File: src/rtl/vram_bus_scheduler.sv
// VRAM bus scheduler: time-multiplexes one 8K x 8 RAM between the video
// tile fetcher and two CPUs using a 4-phase slot wheel (V, M, V, S).
// Slots are decided on the edge that starts them and retired on the edge
// that ends them; nHSYNC falling edges realign the wheel to phase 0.
module vram_bus_scheduler #(
    parameter bit CPU_FALLBACK = 1'b1
) (
    input  logic        CLK_6M,
    input  logic        rst_n,
    input  logic        nHSYNC,
    input  logic [12:0] vid_addr,
    output logic [7:0]  vid_data,
    output logic        vid_valid,
    input  logic        m_req,
    input  logic        m_rnw,
    input  logic [12:0] m_addr,
    input  logic [7:0]  m_wdata,
    output logic        m_ack,
    output logic [7:0]  m_rdata,
    output logic        m_wait_n,
    input  logic        s_req,
    input  logic        s_rnw,
    input  logic [12:0] s_addr,
    input  logic [7:0]  s_wdata,
    output logic        s_ack,
    output logic [7:0]  s_rdata,
    output logic        s_wait_n,
    output logic [12:0] ram_addr,
    output logic [7:0]  ram_dout,
    input  logic [7:0]  ram_din,
    output logic        ram_ce_n,
    output logic        ram_oe_n,
    output logic        ram_we_n
);

    // Who owns the slot currently on the bus.
    typedef enum logic [1:0] {
        GNT_NONE = 2'd0,
        GNT_VID  = 2'd1,
        GNT_M    = 2'd2,
        GNT_S    = 2'd3
    } gnt_e;

    logic [1:0]  phase_q,    phase_d;
    logic        nhs_q,      nhs_d;
    logic        resync_q,   resync_d;
    gnt_e        gnt_q,      gnt_d;
    logic        rnw_q,      rnw_d;
    logic [12:0] ram_addr_q, ram_addr_d;
    logic [7:0]  ram_dout_q, ram_dout_d;
    logic        ram_ce_n_q, ram_ce_n_d;
    logic        ram_oe_n_q, ram_oe_n_d;
    logic        ram_we_n_q, ram_we_n_d;
    logic [7:0]  vid_data_q, vid_data_d;
    logic        vid_valid_q, vid_valid_d;
    logic        m_ack_q,    m_ack_d;
    logic [7:0]  m_rdata_q,  m_rdata_d;
    logic        s_ack_q,    s_ack_d;
    logic [7:0]  s_rdata_q,  s_rdata_d;

    // Next-slot arbitration, RAM strobe generation and retirement of the current slot.
    always_comb begin
        nhs_d    = nHSYNC;
        // Falling edge is flagged one cycle late; the flag then forces phase 0.
        resync_d = nhs_q & ~nHSYNC;
        phase_d  = resync_q ? 2'd0 : phase_q + 2'd1;

        // Even phases are video; phase 1 belongs to master, phase 3 to sub.
        gnt_d = GNT_NONE;
        if (!phase_d[0]) begin
            gnt_d = GNT_VID;
        end else if (!phase_d[1]) begin
            if (m_req)                      gnt_d = GNT_M;
            else if (CPU_FALLBACK && s_req) gnt_d = GNT_S;
        end else begin
            if (s_req)                      gnt_d = GNT_S;
            else if (CPU_FALLBACK && m_req) gnt_d = GNT_M;
        end

        ram_addr_d = ram_addr_q;
        ram_dout_d = ram_dout_q;
        ram_ce_n_d = 1'b1;
        ram_oe_n_d = 1'b1;
        ram_we_n_d = 1'b1;
        rnw_d      = 1'b1;
        case (gnt_d)
            GNT_VID: begin
                ram_addr_d = vid_addr;
                ram_ce_n_d = 1'b0;
                ram_oe_n_d = 1'b0;
            end
            GNT_M: begin
                ram_addr_d = m_addr;
                rnw_d      = m_rnw;
                ram_ce_n_d = 1'b0;
                ram_oe_n_d = ~m_rnw;
                ram_we_n_d = m_rnw;
                if (!m_rnw) ram_dout_d = m_wdata;
            end
            GNT_S: begin
                ram_addr_d = s_addr;
                rnw_d      = s_rnw;
                ram_ce_n_d = 1'b0;
                ram_oe_n_d = ~s_rnw;
                ram_we_n_d = s_rnw;
                if (!s_rnw) ram_dout_d = s_wdata;
            end
            default: ;
        endcase

        // Retire the slot that is on the bus right now; write data never updates rdata.
        vid_valid_d = (gnt_q == GNT_VID);
        vid_data_d  = (gnt_q == GNT_VID) ? ram_din : vid_data_q;
        m_ack_d     = (gnt_q == GNT_M);
        m_rdata_d   = (gnt_q == GNT_M && rnw_q) ? ram_din : m_rdata_q;
        s_ack_d     = (gnt_q == GNT_S);
        s_rdata_d   = (gnt_q == GNT_S && rnw_q) ? ram_din : s_rdata_q;
    end

    // State registers; reset drops any in-flight slot so no ack is produced.
    always_ff @(posedge CLK_6M) begin
        if (!rst_n) begin
            phase_q     <= 2'd0;
            nhs_q       <= 1'b1;
            resync_q    <= 1'b0;
            gnt_q       <= GNT_NONE;
            rnw_q       <= 1'b1;
            ram_addr_q  <= 13'd0;
            ram_dout_q  <= 8'd0;
            ram_ce_n_q  <= 1'b1;
            ram_oe_n_q  <= 1'b1;
            ram_we_n_q  <= 1'b1;
            vid_data_q  <= 8'd0;
            vid_valid_q <= 1'b0;
            m_ack_q     <= 1'b0;
            m_rdata_q   <= 8'd0;
            s_ack_q     <= 1'b0;
            s_rdata_q   <= 8'd0;
        end else begin
            phase_q     <= phase_d;
            nhs_q       <= nhs_d;
            resync_q    <= resync_d;
            gnt_q       <= gnt_d;
            rnw_q       <= rnw_d;
            ram_addr_q  <= ram_addr_d;
            ram_dout_q  <= ram_dout_d;
            ram_ce_n_q  <= ram_ce_n_d;
            ram_oe_n_q  <= ram_oe_n_d;
            ram_we_n_q  <= ram_we_n_d;
            vid_data_q  <= vid_data_d;
            vid_valid_q <= vid_valid_d;
            m_ack_q     <= m_ack_d;
            m_rdata_q   <= m_rdata_d;
            s_ack_q     <= s_ack_d;
            s_rdata_q   <= s_rdata_d;
        end
    end

    assign ram_addr  = ram_addr_q;
    assign ram_dout  = ram_dout_q;
    assign ram_ce_n  = ram_ce_n_q;
    assign ram_oe_n  = ram_oe_n_q;
    assign ram_we_n  = ram_we_n_q;
    assign vid_data  = vid_data_q;
    assign vid_valid = vid_valid_q;
    assign m_ack     = m_ack_q;
    assign m_rdata   = m_rdata_q;
    assign s_ack     = s_ack_q;
    assign s_rdata   = s_rdata_q;
    // A CPU is stretched while its request is outstanding and not yet acked.
    assign m_wait_n  = ~(m_req & ~m_ack_q);
    assign s_wait_n  = ~(s_req & ~s_ack_q);

endmodule
File: config.mk
export PLATFORM = sky130hd
export DESIGN_NAME = vram_bus_scheduler
export DESIGN_NICKNAME = d
export VERILOG_FILES = /design/src/rtl/vram_bus_scheduler.sv
export SDC_FILE = /design/constraint.sdc
export NUM_CORES = 1
export LEC_CHECK = 0
export CAP_MARGIN = 10
export CORE_ASPECT_RATIO = 0.6
export CORE_UTILIZATION = 38
export DETAILED_ROUTE_END_ITERATION = 12
export PLACE_DENSITY = 0.9
export RECOVER_POWER = 50
export SYNTH_ARGS = -nofsm -noshare
export SYNTH_HDL_FRONTEND = slang
export SYNTH_SLANG_ARGS = --single-unit
File: constraint.sdc
create_clock -name CLK_6M -period 2.1 [get_ports CLK_6M]
set_clock_uncertainty 0.15 [all_clocks]
set_input_delay 0.63 -clock CLK_6M [delete_from_list [all_inputs] [get_ports CLK_6M]]
set_output_delay 0.63 -clock CLK_6M [all_outputs]
set_load 0.05 [all_outputs]
==> impl_results.md, run 1 <==
- Antenna cells: 0
- # rows: 21
- Sequential Area: 0.00114 sq mm
- Dpl cell area: 0.00345 sq mm
- Root buf cell: clkbuf_8
- Worst Path Required: 1.32 ns
- RSZ-0062 raised after global routing: false
- Avg WL per Cell: 14.4 um
- HP Class: reg2reg
- Post-route ant nets: 0
- Synth Area in XOR/XNOR: 0.389%
- Port Buffer Count: 122
- Worst slew pin tran: 0.613 ns
- Max Root-Sink Buffers: 2
- IO Count: 123
- Clk slew on worst S/H paths: 0.07 ns
- DIE WIDTH: 101 um
- Synth area leader: dfxtp_1
- Post-Synth Adder-Cell Area: 0%
- Final number of setup-violating endpoints: 0
- Slowest CP cell: or2b_1
- Cell-internal power: 1.87 mW
- Largest net degree at the start of global routing: 27
- Post-route cell area: 0.00356 sq mm
- # DRC: 0
- Initial antenna violation count: 0
- Post-synthesis compound-gate area fraction: 20.2%
- Synth area leaders: dfxtp_1, mux2i_1, nor2b_1, o221ai_1, o22ai_1
- Synth Instances: 226
- Setup Buffers After CTS: 0
- Async S/R FF share, synth: 0%
- Crit path time final: 2.04 ns
- Clock power frac: 31.6%
- Largest stage delay, worst path: 0.25 ns
- Core area: 0.00565 sq mm
- Post-synthesis cell type count: 30
- Family with the most delay on the worst path: buffers and inverters
- Initial Util: 39.8%
- Sw Ratio: 33.2%
- Number of synthesized flops with an enable pin: 0
- Net Switching: 0.929 mW
- Vias in the first global route: 2057
- Worst setup path class: in2out
- Seq pwr share: 42.9%
- CTS tree: yes
- Total GRT Usage: 20.7%
- Top cell type's share of synthesized area: 50.7%
- Final nets: 420
- Largest family of logic cells by synthesized area: compound AO/OA/AOI/OAI gates
- Pwr Density: 788 mW/mm^2
- Die footprint: 0.00625 sq mm
- Count of max-cap constraint violations: 0
- TritonRoute pass-1 iters: 4
- First-pass GRT wire length: 9390 um
- Layout area overhead: 58.1%
- Pleak: 1.54 nW
- DRT iter0 DRCs: 43
- Area of the multi-input gates: 0.00100 sq mm
- Synth Area in Simple Gates: 13.2%
- WP data arrival: 1.26 ns
- Status: finished clean
- Fmax: 0.490 GHz
- RePlAce Congestion: 0.702
- DR vias/cell: 4.91
- Worst VDD drop: 0.386 mV
- Yosys reg bits: 57
- Synth Net Count: 296
- Total number of vias: 2138
- H-tree lvl count: 3
- Power consumption: 2.80 mW
- Number of CTS-inserted buffers: 9
- Number of buffers and inverters on the critical path: 2
- Final worst-path cycle share: 97.3%
- Layout cells sized above 1: 19.7%
- WL final: 6250 um
- Die Y-Extent: 61.6 um
- Ys flop type: dfxtp_1
- Post-synthesis mux area share: 10.7%
- Yosys warns: 0
- Clk sinks: 57
- Worst-path fanout max: 3
- Hpwl dp: 4690 um
- Combinational Power Share: 25.5%
- Sequential fraction of the synthesis area: 50.7%
- Worst-path cell chain: dlygate4sd2_1, or2b_1, buf_6
- Crit end category: output pin
- Final count of pins violating max slew: 0
- Synth Cell Area: 0.00225 sq mm
- Crit start category: primary input
- Slew HR: 59.0%
- Final Hold Fails: 0
- Fill cells: 493
- Syn_area_per_cell: 9.96 sq um
- Gr ovfl total: 0
- Clock Latency Late Sink: 0.34 ns
[final cells by class]
cell class,count,share of cell area [%]
Sequential cell,57,32.1
Multi-Input combinational cell,147,28.2
Tap cell,80,2.81
Clock buffer,10,3.59
Timing Repair Buffer,133,31.8
Inverter,2,0.211
Clock inverter,6,1.27
[metrics by stage]
step | setup TNS [ns] | setup WS [ns] | instances | hold slack [ns] | util (%)
floorplan | 0 | 0.265 | 226 | 0.244 | -
global placement | -4.07 | -0.222 | 419 | 0.259 | 61.1
detailed placement | -5.24 | -0.273 | 419 | 0.263 | 61.1
CTS | 0 | 0.0533 | 435 | 0.273 | 64.2
global route | 0 | 0.0202 | 435 | 0.310 | 63.0
finish | 0 | 0.0573 | 435 | 0.264 | 63.0
[kinds of logic (layout without fill, tap and decap cells)]
kind of cell | Yosys count | in the layout
mux | 24 | 24
compound gates | 67 | 67
flops | 57 | 57
xor+xnor | 1 | 1
buf+inv | 22 | 151
simple gates | 55 | 55
[path summary, 6_finish.rpt]
| path | cells past startpoint | from | slack (ns) | to |
|---|---|---|---|---|
| worst max-delay path | 3 | m_req | 0.06 | m_wait_n |
| worst min-delay path | 2 | nhs_q | 0.26 | resync_q |
| worst max register to register | 3 | gnt_q[1] | 0.57 | s_rdata[2] |
| worst min register to register | 2 | nhs_q | 0.26 | resync_q |
[per-layer routing]
layer | up-vias | global-route usage (%) | share of wire, %
li1 | 1062 | - | -
met1 | 968 | 23.1 | 45
met2 | 99 | 35.3 | 44
met3 | 9 | 8.74 | 9.8
met4 | 0 | 10.1 | 1.4
met5 | - | 0 | 0
[cell usage after synthesis, types with 2 or more instances]
library cell / n
nand2b_1: 3
buf_6: 2
buf_2: 5
o21ai_1: 8
o221ai_1: 13
nand2_1: 19
o211ai_1: 9
a21boi_0: 8
dfxtp_1: 57
inv_1: 2
or2b_1: 2
nor2_1: 4
nor2b_1: 19
a21oi_1: 13
and2_1: 2
o22ai_1: 13
mux2i_1: 24
clkbuf_1: 11
[placed cells by master, fill, tap and decap left out, drive strengths merged, types with 9 or more instances in the layout]
| cell type | n |
|---|---|
| clkbuf | 29 |
| mux2i | 24 |
| o22ai | 13 |
| buf | 45 |
| a21oi | 13 |
| dfxtp | 57 |
| a21boi | 9 |
| clkdlybuf4s50 | 66 |
| nor2b | 19 |
| o211ai | 9 |
| o221ai | 13 |
| nand2 | 19 |
[power by group through the flow]
stage | Clock [mW] | Sequential (mW) | Combinational, mW
5_1_grt | 0.967 | 1.21 | 0.757
3_5_place_dp | 0 | 1.23 | 0.739
6_report | 0.886 | 1.20 | 0.716
2_1_floorplan | 0 | 1.45 | 0.211
4_1_cts | 0.914 | 1.20 | 0.741
3_3_place_gp | 0 | 1.22 | 0.727
[registers in the layout (all words and copies together), names as in the netlist, 2 cells and up]
register,cells
gnt_q,2
vid_data,8
phase_q,2
m_rdata,8
ram_addr,13
ram_dout,8
s_rdata,8
[worst register-to-register path, cell delays in order (launching register included)]
cell and delay (ns):
dfxtp_1 0.40, nand3_1 0.48, mux2i_1 0.33, nor2b_1 0.07
[repair_timing]
item                       4_1_cts  5_1_grt
hold buffers                     0        0
setup endpoints to repair        2        0
gates resized for setup          4        0
No activity file was read; power rests on OpenSTA's default activity.
==> inputs of run 2 (changes only) <==
--- a/config.mk
+++ b/config.mk
@@ -10,7 +10,7 @@
 export CORE_UTILIZATION = 38
 export DETAILED_ROUTE_END_ITERATION = 12
 export PLACE_DENSITY = 0.9
-export RECOVER_POWER = 50
+export REMOVE_ABC_BUFFERS = 1
 export SYNTH_ARGS = -nofsm -noshare
 export SYNTH_HDL_FRONTEND = slang
 export SYNTH_SLANG_ARGS = --single-unit
==> run 2 against run 1 <==
Die area stayed put. Combinational power is 2.9% higher. Sequential power hardly changed. Global-route usage is 0.12 points lower. Non-clock buffer count is 1 lower. Via count is 0.33% lower. Cell count is 0.23% lower. Register-to-register slack worse by 0.04 ns. Clock power is 30% higher. Sequential share of layout area is 0.98 points lower. Critical path type unchanged. Largest power group unchanged.
==> impl_results.md, run 2 (synthesis gave the netlist of run 1 again) <==
- Die footprint: 0.00625 sq mm
- Crit start category: primary input
- Pwr Density: 841 mW/mm^2
- Pleak: 1.63 nW
- FF-to-FF Start: phase_q[1]
- Worst VDD drop: 0.410 mV
- Most frequent cells in the layout: clkdlybuf4s50_1, buf_4, dfxtp_1
- # DRC: 0
- Initial antenna violation count: 0
- Flop2flop setup slack: 0.53 ns
- Worst-path fanout max: 2
- Max Root-Sink Buffers: 2
- Crit path time final: 2.06 ns
- Avg WL per Cell: 14.4 um
- Final nets: 419
- R2R Path End: ram_dout[0]
- Largest net degree at the start of global routing: 35
- Layout area overhead: 63.1%
- Hold Buf Count CTS: 0
- Vias in the first global route: 2088
- Worst setup path class: in2out
- Hold path startpoint: nhs_q
- RSZ-0062 raised after global routing: false
- Fmax: 0.485 GHz
- Worst Hold Endpoint: resync_q
- Core area: 0.00565 sq mm
- Root buf cell: clkbuf_8
- Power consumption: 3.09 mW
- Worst r2r path cells: 4
- Port Buffer Count: 122
- DRT iter0 DRCs: 33
- H-tree lvl count: 3
- Post-route setup slack: 0.0367 ns
- Area of the multi-input gates: 0.00100 sq mm
- Worst Path Required: 1.32 ns
- # rows: 21
- Slew HR: 51.5%
- DP Worst Slack: -0.344 ns
- IO Count: 123
- Clk sinks: 57
- CTS tree: yes
- RePlAce Congestion: 0.722
- Total GRT Usage: 20.6%
- Clock Latency Late Sink: 0.32 ns
- WP data arrival: 1.28 ns
- Number of CTS-inserted buffers: 9
- Die Y-Extent: 61.6 um
- Hold depth: 2
- Worst slew pin tran: 0.726 ns
- Largest register FFs: 13
- Status: finished clean
- Antenna cells: 0
- Post-layout util: 65.0%
- WL final: 6270 um
- Crit end category: output pin
- Count of max-cap constraint violations: 0
- Final number of setup-violating endpoints: 0
- DR vias/cell: 4.91
- Fill cells: 490
- Initial Util: 39.8%
- Commonest non-fill, non-tap cell in the layout: clkdlybuf4s50_1
- Placed Instances: 418
- Setup_tns: 0 ns
- HP Class: reg2reg
- Final count of pins violating max slew: 0
- Layout cells sized above 1: 23.7%
- Clk slew on worst S/H paths: 0.07 ns
- Non-Filler Instances: 434
- Final worst-path cycle share: 98.3%
- DIE WIDTH: 101 um
- Hpwl dp: 4750 um
- Final Hold Fails: 0
- Sequential Area: 0.00114 sq mm
- First-pass GRT wire length: 9670 um
- Total number of vias: 2131
- TritonRoute pass-1 iters: 4
- Post-route ant nets: 0
- Gr ovfl total: 0
[run 2: stage by stage]
stage	hold slack [ns]	cell area, sq um
global placement	0.250	3440
global route	0.296	3670
floorplan	0.244	2150
CTS	0.273	3670
detailed placement	0.256	3440
finish	0.273	3670
[run 2: worst max path at each step]
stage                              to  depth (start not counted)  slack (ns)  startpoint
final                        s_wait_n                          3        0.04       s_req
after global placement    ram_dout[5]                          6       -0.26       s_req
after global routing         s_wait_n                          3        0.02       s_req
after floorplan           ram_addr[0]                          4       -0.26    resync_q
after CTS                    s_wait_n                          3        0.01       s_req
after detailed placement  ram_dout[1]                          6       -0.34       s_req
[run 2: metal layers]
layer	global-route usage [%]	wire [um]	vias up	part of all wire [%]
met1	23.6	2840	989	45
met3	7.15	416	4	6.6
met5	0	0	-	0
li1	-	-	1060	-
met2	37.2	2960	78	47
met4	6.63	42	0	0.67
[run 2: report_power, final]
group          leakage [nW]  switching (mW)  internal (mW)
Clock                 0.115           0.422          0.728
Sequential            0.469          0.0446           1.16
Combinational          1.04           0.428          0.309
[run 2: cell type report]
type                       count  share of cell area, %
tap                           80                   2.73
timing repair buffer         132                   32.4
clock inverter                 5                   2.11
inverter                       2                  0.204
clock buffer                  11                   4.12
sequential                    57                   31.1
multi-input combinational    147                   27.4
[run 2: repair_timing]
| action | 4_1_cts | 5_1_grt |
|---|---|---|
| pin swaps | 0 | 0 |
| setup endpoints to repair | 2 | 1 |
| resized for setup | 3 | 1 |
| buffers inserted | 0 | 0 |
[run 2: worst max-delay path: stages]
cell and delay, ns:
dlygate4sd2_1 0.25, or2b_1 0.25, buf_6 0.15
